$ cat src/rtl/iomem_arbiter.sv
// Two-master round-robin arbiter for the picosoc iomem bus, one transaction in flight,
// with a bus timeout that completes the stalled master with a marker read value.
module iomem_arbiter #(
  parameter int unsigned TIMEOUT       = 64,
  parameter logic [31:0] TIMEOUT_RDATA = 32'hDEAD_BEEF
) (
  input  logic        clk,
  input  logic        resetn,

  input  logic        m0_valid,
  input  logic [3:0]  m0_wstrb,
  input  logic [31:0] m0_addr,
  input  logic [31:0] m0_wdata,
  output logic        m0_ready,
  output logic [31:0] m0_rdata,

  input  logic        m1_valid,
  input  logic [3:0]  m1_wstrb,
  input  logic [31:0] m1_addr,
  input  logic [31:0] m1_wdata,
  output logic        m1_ready,
  output logic [31:0] m1_rdata,

  output logic        s_valid,
  output logic [3:0]  s_wstrb,
  output logic [31:0] s_addr,
  output logic [31:0] s_wdata,
  input  logic        s_ready,
  input  logic [31:0] s_rdata,

  input  logic        timeout_clr,
  output logic        timeout_flag,
  output logic        timeout_master,
  output logic        grant
);

  typedef enum logic [1:0] {IDLE, BUSY, DONE} state_t;

  localparam logic [15:0] LAST_COUNT = 16'(TIMEOUT - 1);

  state_t      state;
  logic [15:0] count;

  logic        sel_valid;
  logic [3:0]  sel_wstrb;
  logic [31:0] sel_addr;
  logic [31:0] sel_wdata;
  logic        expired;
  logic [31:0] done_rdata;

  always_comb begin
    sel_valid  = grant ? m1_valid : m0_valid;
    sel_wstrb  = grant ? m1_wstrb : m0_wstrb;
    sel_addr   = grant ? m1_addr  : m0_addr;
    sel_wdata  = grant ? m1_wdata : m0_wdata;
    expired    = (count == LAST_COUNT);
    done_rdata = s_ready ? s_rdata : TIMEOUT_RDATA;
  end

  // Target side is quiet outside BUSY so the decode never sees a stale address.
  always_comb begin
    s_valid = (state == BUSY);
    s_wstrb = s_valid ? sel_wstrb : 4'b0000;
    s_addr  = s_valid ? sel_addr  : 32'h0;
    s_wdata = s_valid ? sel_wdata : 32'h0;
  end

  always_ff @(posedge clk or negedge resetn) begin
    if (!resetn) begin
      state          <= IDLE;
      grant          <= 1'b1;
      count          <= 16'h0;
      m0_ready       <= 1'b0;
      m1_ready       <= 1'b0;
      m0_rdata       <= 32'h0;
      m1_rdata       <= 32'h0;
      timeout_flag   <= 1'b0;
      timeout_master <= 1'b0;
    end else begin
      m0_ready <= 1'b0;
      m1_ready <= 1'b0;
      if (timeout_clr)
        timeout_flag <= 1'b0;

      case (state)
        IDLE: begin
          count <= 16'h0;
          // Under contention the master that did not hold the last grant goes next.
          if (m0_valid && m1_valid) begin
            grant <= ~grant;
            state <= BUSY;
          end else if (m0_valid) begin
            grant <= 1'b0;
            state <= BUSY;
          end else if (m1_valid) begin
            grant <= 1'b1;
            state <= BUSY;
          end
        end

        BUSY: begin
          if (!sel_valid) begin
            state <= IDLE;
          end else if (s_ready || expired) begin
            if (grant) begin
              m1_rdata <= done_rdata;
              m1_ready <= 1'b1;
            end else begin
              m0_rdata <= done_rdata;
              m0_ready <= 1'b1;
            end
            // A target answering on the last allowed cycle still counts as a real completion.
            if (!s_ready) begin
              timeout_flag   <= 1'b1;
              timeout_master <= grant;
            end
            state <= DONE;
          end else begin
            count <= count + 16'h1;
          end
        end

        DONE: state <= IDLE;

        default: state <= IDLE;
      endcase
    end
  end

endmodule

$ cat config.mk
export PLATFORM = sky130hd
export DESIGN_NAME = iomem_arbiter
export DESIGN_NICKNAME = d
export VERILOG_FILES = /design/src/rtl/iomem_arbiter.sv
export SDC_FILE = /design/constraint.sdc
export NUM_CORES = 1
export LEC_CHECK = 0
export BUFFER_PORTS_ARGS = -buffer_cell sky130_fd_sc_hd__buf_2
export CAP_MARGIN = 5
export CORE_AREA = 2 2 121 123
export CTS_BUF_LIST = sky130_fd_sc_hd__clkbuf_8
export CTS_CLUSTER_SIZE = 10
export DETAILED_ROUTE_END_ITERATION = 16
export DIE_AREA = 0 0 123 125
export PLACE_DENSITY = 0.79
export SYNTH_ARGS = -nofsm -noshare
export SYNTH_HDL_FRONTEND = slang
export SYNTH_SLANG_ARGS = --single-unit
$ cat constraint.sdc
create_clock -name clk -period 4.7 [get_ports clk]
set_input_delay 0.47 -clock clk [delete_from_list [all_inputs] [get_ports clk]]
set_output_delay 0.47 -clock clk [all_outputs]
set_load 0.01 [all_outputs]
==> results.txt <==
- The run finished with clean final reports.
* Overall Global Routing Usage: 0.229
- Derived from the worst setup path, the maximum achievable clock frequency is 331 MHz.
- Register clock-pin slew on the reported worst setup and hold paths: 0.09 ns
* Net count after synthesis: 629
- Yosys warning total: 0
- After technology mapping, the gate count stands at 454.
* Detail Placement HPWL: ~14000 um
* Final worst hold slack: 0.0684 ns
* Width of the chip: around 120 um
- Final clock period utilization by the worst path: 0.643
- In this run the power density over the cells is ~590 nW/um2.
- #FFs+latches synth: 87
* Aggregate routed wire length: 18300 um
- Share of the synthesized area in the top cell type: 0.448
- For this run, global-route usage on met1 was measured as 0.260.
- For this run, global-route usage on met3 was measured as 0.0625.
* Data required, critical path: 4.23 ns
- The worst setup path is of the reg -> out kind.
- For met2 alone, demand over resource in global routing was 0.412.
* Number of endpoints with negative hold slack in the final report: 0
- Dominant cell type by area after synthesis: dfrtp_1
* RR Startpoint: state[0]
- Grouping stages by cell kind, the critical path spends the most delay in flip-flops.
* Share of cells above drive strength 1: 0.501
- Sequential cell area: 2180 um2
* Overall overflow remaining after global route: 0
- Worst setup path startpoint: grant
* CTS buffer count: 9
- CP Data Arrival Time: 2.55 ns
* H-tree levels: 3
- Final GP Congestion: 0.874
- Worst skew pair latency: 0.36 ns
* Via/cell ratio: 5.35
- The synthesized design contains 0 enable-type register cells.
* Die Footprint: 15400 um2
- Slowest cell on crit path: dfstp_4
* GRT Max-Usage Layer: met2
- Proportion of synthesized chip area in sequential cells: 0.453
* Final setup vio count: 0
- Of all nets on the critical path, the largest fanout is 61.
* Final critical-path required period: 3.02 ns
* Nets@finish: 912
- Share of async-settable or async-resettable flops after synthesis: 1.00
- Leaving out fill and tap cells, the most frequent cell in the layout is buf_2.
* Maxcap violations: 0
- Synthesis instantiated 45 different standard cells from the library.
- Most frequent cells in the layout: buf_2, dfrtp_1, nor2_1, mux2i_1, o32a_1
- Mean instance size in the synthesized netlist: 10.6 um2
- Final ANT Viol Nets: 0
- Wire per inst: 19.7 um
- Type of the most critical hold path: in -> async
* Vias in the first global route: 4663
* Number of buffers added on ports: slightly above 300
- Number of instances resized during post-cts repair: 0
- From synthesis to final layout, the design area changed by 38.7%.
- Worst clock skew: 0.00729 ns
* DRC Markers: 0
* WP buf/inv: 2
- Entering global routing, the biggest net connects 86 pins.
- Across all layers, the routed design uses 4981 vias.
* Transition at the pin with the smallest max-transition slack: 1.04 ns
- Initial detailed-routing violation count: roughly 250
* CTS Root Buffer Type: clkbuf_8
- After clock tree synthesis, the setup repair step added 0 buffers.
- The worst setup path is launched from a register.
- TritonCTS clock tree: done
- The multi-input combinational cells in the finished layout cover a total of 2400 um2.
* Count of standard-cell rows: 44
* Overall die height: roughly 130 um
- # clock sinks: slightly below 90
- After clock tree synthesis, the flow added hold-fix buffers numbering 0.
- The core region is 14200 um2.
- Synth Cell Area: 4810 um2
- Cells taking the most area after synthesis: dfrtp_1, mux2i_1, nor2_1
- Overall power consumption after layout is estimated at 3.94 mW.
- Initial antenna violation count: 10
- The first global-routing pass estimated 26500 um of wire.
- Num ports: 312
- Slew margin rel.: 0.301
- Number of optimization iterations in the first detailed-route pass: 4
- Filler Cells Inserted: 1382
* Unrepaired setup endpoints after global routing: false
* Max Buffers Root-to-Sink: 2
- For this run, the slowest stage of the critical path takes 1.15 ns.
- Starting density of the core: 0.338
* Most used flip-flop cell after synthesis: dfrtp_1
- Summed over all cells, the static leakage comes to 3.49 nW.
* Maximum resistive drop on vdd: 291 uV
- The worst setup path is captured at an output pin.
* Cell chain of the critical path: buf_4, mux2i_1, nor2_1, buf_2
* Total Negative Setup Slacks: 0 ns
- The max-slew violation count was 0.
logic make-up (layout without fill, tap and decap cells):
group / after synthesis / after routing / synth area share
buffers and inverters: 49 / 337 / 0.0500
and+or+nand+nor: 149 / 149 / 0.146
DFF: 87 / 87 / 0.453
AOI/OAI and AO/OA: 97 / 97 / 0.200
other: 0 / 5 / 0
muxes: 71 / 71 / 0.148
adders and majority gates: 1 / 1 / 0.00260
flip-flops by register name (all words and copies together), names as in the netlist:
signal,count
m0_rdata,32
timeout_flag,1
count,16
m1_ready,1
m0_ready,1
m1_rdata,32
timeout_master,1
grant,1
state,2
layout make-up:
type,instances,share of cell area
clock buffer,9,0.0186
timing repair buffer,315,0.238
clock inverter,7,0.0152
antenna,5,0.00188
inverter,6,0.00488
sequential,87,0.327
multi-input combinational,318,0.359
tap,184,0.0345
cells in the mapped netlist, drive strengths merged (3+ instances only):
cell type and n:
a32o 17, nand2 24, nand2b 5, clkbuf 31, or4 3, o32a 48
nand3 9, o41ai 4, and3 8, mux2i 69, a31o 7, inv 4
nor2 77, and2 5, nor4 6, nand4 3, buf 12, dfrtp 86
o311ai 5
per-stage QoR:
stage          utilization  setup slack [ns]  cells  instance area, um2
6_report             0.469              1.68    931                6670
5_1_grt              0.469              1.56    927                6660
4_1_cts              0.469              1.69    926                6660
3_5_place_dp         0.453              1.99    910                6430
2_1_floorplan            -              2.43    454                4810
3_3_place_gp         0.453              2.00    910                6430
where the power goes:
| part | internal (mW) | switching, mW | total [mW] |
|---|---|---|---|
| combinational | 0.907 | 1.08 | 1.99 |
| sequential | 1.05 | 0.312 | 1.36 |
| clock | 0.306 | 0.288 | 0.594 |
metal layers:
metal / up-vias / share of wire
li1: 2297 / -
met1: 2414 / 0.37
met2: 231 / 0.53
met3: 31 / 0.085
met4: 8 / 0.019
met5: - / 0.0031
worst reg2reg max path, cell delays in order, from the launching register on:
cell      delay, ns
dfrtp_1        0.76
nand2b_4       0.61
nor2_1         1.02
a32o_1         0.29
final timing paths:
check | slack, ns | to | cells past startpoint
worst max-delay path | 1.68 | s_addr[30] | 4
worst min-delay path | 0.07 | m1_ready | 1
worst max register to register | 1.96 | m0_rdata[20] | 3
worst min register to register | 0.49 | m0_rdata[24] | 1
max in group asynchronous | 3.64 | count[3] | 2
min in group clk | 0.29 | timeout_flag | 2
Note: power is estimated with default switching activity, not from simulation.
